[src/rtl/div8x4.sv]
// div8x4: 8-bit by 4-bit unsigned restoring divider with a 4-bit quotient.
// One check cycle, then four shift/subtract iterations. The divisor must exceed
// the dividend's upper nibble. If it does not, or the divisor is zero, the
// division overflows and the block flags it.
module div8x4 (
  input  logic       clk,
  input  logic       rst,
  input  logic       St,
  input  logic [7:0] Dividend,
  input  logic [3:0] Divisor,
  output logic [3:0] Quot,
  output logic [3:0] Rem,
  output logic       V,
  output logic       done
);

  typedef enum logic [1:0] {StIdle, StChk, StShift, StSub} state_e;

  state_e     state_q, state_d;
  logic [8:0] acc_q, acc_d;
  logic [1:0] cnt_q, cnt_d;
  logic [7:0] dvd_q, dvd_d;
  logic [3:0] dvs_q, dvs_d;
  logic [3:0] quot_q, quot_d;
  logic [3:0] rem_q, rem_d;
  logic       v_q, v_d;
  logic       done_q, done_d;

  logic [4:0] acc_hi;
  logic [4:0] diff;
  logic       ge;
  logic       ovf;

  // 5-bit compare/subtract of the partial remainder and the overflow test.
  always_comb begin
    acc_hi = acc_q[8:4];
    ge     = (acc_hi >= {1'b0, dvs_q});
    diff   = acc_hi - {1'b0, dvs_q};
    ovf    = (dvs_q == 4'd0) || (dvd_q[7:4] >= dvs_q);
  end

  // Next-state and datapath updates.
  always_comb begin
    state_d = state_q;
    acc_d   = acc_q;
    cnt_d   = cnt_q;
    dvd_d   = dvd_q;
    dvs_d   = dvs_q;
    quot_d  = quot_q;
    rem_d   = rem_q;
    v_d     = v_q;
    done_d  = done_q;
    unique case (state_q)
      StIdle: begin
        if (St) begin
          dvd_d   = Dividend;
          dvs_d   = Divisor;
          quot_d  = 4'd0;
          rem_d   = 4'd0;
          v_d     = 1'b0;
          done_d  = 1'b0;
          state_d = StChk;
        end
      end
      StChk: begin
        if (ovf) begin
          v_d     = 1'b1;
          done_d  = 1'b1;
          quot_d  = 4'd0;
          rem_d   = 4'd0;
          state_d = StIdle;
        end else begin
          acc_d   = {1'b0, dvd_q};
          cnt_d   = 2'd0;
          state_d = StShift;
        end
      end
      StShift: begin
        acc_d   = {acc_q[7:0], 1'b0};
        state_d = StSub;
      end
      StSub: begin
        // The quotient bit lands in acc[0], which SHIFT just cleared.
        if (ge) begin
          acc_d = {diff, acc_q[3:1], 1'b1};
        end
        if (cnt_q != 2'd3) begin
          cnt_d   = cnt_q + 2'd1;
          state_d = StShift;
        end else begin
          // Results come from the post-subtract value.
          quot_d  = acc_d[3:0];
          rem_d   = acc_d[7:4];
          v_d     = 1'b0;
          done_d  = 1'b1;
          state_d = StIdle;
        end
      end
      default: state_d = StIdle;
    endcase
  end

  // State registers with synchronous active-high reset.
  always_ff @(posedge clk) begin
    if (rst) begin
      state_q <= StIdle;
      acc_q   <= 9'd0;
      cnt_q   <= 2'd0;
      dvd_q   <= 8'd0;
      dvs_q   <= 4'd0;
      quot_q  <= 4'd0;
      rem_q   <= 4'd0;
      v_q     <= 1'b0;
      done_q  <= 1'b0;
    end else begin
      state_q <= state_d;
      acc_q   <= acc_d;
      cnt_q   <= cnt_d;
      dvd_q   <= dvd_d;
      dvs_q   <= dvs_d;
      quot_q  <= quot_d;
      rem_q   <= rem_d;
      v_q     <= v_d;
      done_q  <= done_d;
    end
  end

  assign Quot = quot_q;
  assign Rem  = rem_q;
  assign V    = v_q;
  assign done = done_q;

endmodule

[config.mk]
export PLATFORM = sky130hd
export DESIGN_NAME = div8x4
export DESIGN_NICKNAME = d
export VERILOG_FILES = /design/src/rtl/div8x4.sv
export SDC_FILE = /design/constraint.sdc
export NUM_CORES = 1
export LEC_CHECK = 0
export ABC_AREA = 0
export BUFFER_PORTS_ARGS = -buffer_cell sky130_fd_sc_hd__buf_2
export CORE_ASPECT_RATIO = 0.8
export CORE_UTILIZATION = 51
export DETAILED_ROUTE_END_ITERATION = 10
export GPL_TIMING_DRIVEN = 1
export PLACE_DENSITY = 0.75
export SLEW_MARGIN = 0
export SYNTH_ARGS = -nofsm -noshare
export SYNTH_HDL_FRONTEND = slang
export SYNTH_SLANG_ARGS = --single-unit
export TNS_END_PERCENT = 1
[constraint.sdc]
create_clock -name clk -period 1.94 [get_ports clk]
set_clock_uncertainty 0.05 [all_clocks]
set_input_delay 0 -clock clk [delete_from_list [all_inputs] [get_ports clk]]
set_output_delay 0 -clock clk [all_outputs]
set_load 0.02 [all_outputs]
==> results by group <==
Critical path
  • CP Data Arrival Time: 2140 ps
  • Crit-path max FO: 3
  • CP Launch Type: flop
  • Worst EP required: 2110 ps
  • Setup slack, reg-to-reg: -30 ps
  • Crit end category: flop
  • CP Class: flop to flop
  • Worst reg2reg path endpoint: Rem[2]$_SDFFE_PP0P_
  • Worst r2r src: dvs_q[0]$_SDFFE_PP0P_
  • Reg2Reg Depth: 8

Die
  • Die Footprint: 4060 µm²
  • I/O pin total: 25
  • Initial Utilization: 0.548
  • Core footprint: 3540 µm²
  • Row cnt: 19
  • Die Width: 71.0 µm
  • Die H: 57.2 µm

Yosys
  • Largest family of logic cells by synthesized area: compound AO/OA/AOI/OAI gates
  • Syn Nets: 264
  • Primary FF master, synth: dfxtp_1
  • Register area share after synthesis: 0.361
  • Post-Synth Adder-Cell Area: 0.107
  • Average size of a mapped cell: 8.33 µm²
  • Post-Syn Area: 1940 µm²
  • Top cells by count, synth: dfxtp_1, nand2_1, a21oi_1
  • Yosys warns: 0
  • Synth area leader: dfxtp_1
  • Largest cells by area after synthesis: dfxtp_1, ha_1, a21oi_1
  • Compound-Gate Fraction of Synth Area: 0.254
  • Synth Register Bits: 35
  • Post-synth ARST share: 0
  • Post-synthesis simple-gate area fraction: 0.210
  • Share of Yosys cell area claimed by the top area cell type: 0.361
  • Post-synth EDFFs: 0
  • Post-Synthesis Cells: 233
  • Proportion of synthesized area in mux cells: 0
  • Distinct cells, synth: 43
  • Synth Area in XOR/XNOR: 0.00903

Drt
  • DRT Pass-1 Iters: 8
  • Post-DR wirelength/cell: 15.0 µm
  • ANT nets after route: 0
  • Drc violations: 1
  • Drt initial violations: 197
  • Post-Route WL: 5040 µm
  • Vias after detailed routing: 1929
  • Via/cell ratio: 5.72

Placed design
  • Dpl cells: 315
  • GP Congestion: 0.936
  • HPWL Detailed: 3340 µm
  • Port buffer count: 24
  • DP Area: 2280 µm²

Final layout
  • Area grow syn2layout: 36.3%
  • Layout cells sized above 1: 0.319
  • Final core occ: 0.747
  • Diode count: 0
  • Nets: 325
  • Post-route cell area: 2650 µm²
  • Non-filler cells, final: 337

STA
  • Final Hold Vio Count: 0
  • RSZ-0062 raised after global routing: true
  • Crit path time final: 1970 ps
  • Slew HR: 0.614
  • Final worst-path setup slack: -34.4 ps
  • Period utilisation layout: 1.02
  • # setup viols final: 3
  • Slew @ Worst Pin: 579 ps
  • Final Slew Violations: 0
  • Max frequency: 506 MHz

Min path
  • Worst Hold Depth: 4
  • Hold_sp: St
  • WHS Endpoint: state_q[0]$_SDFFE_PP0N_
  • Hold Crit Class: primary input to flop

Clock network
  • CTS Root Cell: clkbuf_8
  • H-tree depth: 2
  • Clock Latency Late Sink: 290 ps
  • CTS tree: done
  • Clock Sinks: 35
  • TritonCTS buffer count: 5
  • Maximum root-to-sink buffer count: 2
  • Reg clk slew, reported paths: 70 ps

Global routing
  • Initial antenna violation count: 0
  • Largest net degree at the start of global routing: 26
  • Overflow after GRT: 0
  • Vias in the first global route: 1789
  • First-pass GRT wire length: 8130 µm
  • Total global-route track usage: 0.261

Pwr
  • Tot Pwr: 2.96 mW
  • Power per cell area: 1120 nW/µm²
  • Static Leakage: 1.09 nW
  • Peak supply drop: 0.626 mV

Run
  • Max cap viols: 0

Status
  • Failing checks: design-rule violations, negative setup slack
  • Status: finished, violations left
logic make-up (layout without fill, tap and decap cells):
group,count (synthesis),after routing
and+or+nand+nor,80,80
AOI/OAI and AO/OA,72,72
DFF,35,35
buffers and inverters,28,90
adders and majority gates,16,16
xor gates and xnor gates,2,2
layout make-up:
type,count,area (µm²)
clock buffer,6,72.6
multi-input combinational,170,1210
clock inverter,2,60.1
tap,42,52.6
fill,259,897
sequential,35,706
inverter,16,60.1
timing repair buffer,66,482
sequential cells by signal, indices dropped and copies added, names as in the netlist:
signal	flops
dvs_q	4
acc_q	9
Rem	4
dvd_q	8
done	1
Quot	4
V	1
cnt_q	2
state_q	2
what timing repair did:
item                                   in CTS  in global routing
gates resized for setup                     6                 20
endpoints found under the hold margin      12                  0
buffers inserted                            0                  2
setup endpoints to repair                   9                 20
hold buffers                               12                  0
pin swaps                                   2                 20
worst max-delay path by stage:
stage                                     start                     to  slack (ps)  cells past startpoint
after CTS                 acc_q[4]$_SDFFE_PP0P_  acc_q[8]$_SDFFE_PP0P_          -1                      9
after floorplan           dvs_q[0]$_SDFFE_PP0P_  acc_q[8]$_SDFFE_PP0P_         -10                      8
after global placement    dvs_q[0]$_SDFFE_PP0P_  acc_q[8]$_SDFFE_PP0P_          30                      8
final                     dvs_q[0]$_SDFFE_PP0P_    Rem[2]$_SDFFE_PP0P_         -30                      8
after global routing      acc_q[4]$_SDFFE_PP0P_  acc_q[8]$_SDFFE_PP0P_        -130                      9
after detailed placement  dvs_q[0]$_SDFFE_PP0P_  acc_q[8]$_SDFFE_PP0P_         -20                      8
through the flow:
stage	TNS (ps)	hold slack, ps	setup WS, ps
after floorplan	-10.2	86.0	-10.2
after global placement	0	191	29.0
after detailed placement	-34.2	196	-17.6
after CTS	-1.38	84.1	-1.38
after global routing	-675	137	-126
final	-55.0	98.0	-34.4
power breakdown:
part,leakage (nW),internal (mW),switching (mW)
registers,0.287,0.808,0.0658
logic,0.738,0.611,0.691
clock network,0.0654,0.514,0.270
routing by layer:
metal | track usage | wire length (µm) | up-vias
met3 | 0.0636 | 271 | 15
met5 | 0 | 0 | -
met1 | 0.347 | 2330 | 889
met4 | 0.143 | 131 | 0
met2 | 0.394 | 2310 | 71
li1 | - | - | 954
worst max-delay path, stage by stage (launching register included):
cell and delay (ps):
dfxtp_2 370, ha_4 150, inv_2 40, fa_2 350
buf_4 140, buf_4 120, xnor2_1 130, a221o_1 390
o22ai_1 160
placed cells by master, fill, tap and decap left out, types with 3 or more instances in the layout:
cell           instances
buf_4                 28
dlygate4sd3_1         12
nand2b_1               6
inv_2                  3
nand2_1               33
dfxtp_2                4
a31oi_1                4
dfxtp_1               31
nor3b_1                8
nor2_1                 8
a21oi_2                3
inv_1                 13
o22ai_1                4
nor3_1                 6
clkbuf_8               5
o211ai_1               3
buf_2                 24
a31o_2                 4
ha_1                  11
o21ai_0                8
nand3_1                6
a21oi_1               26
Power figures use the tool's default switching activity.
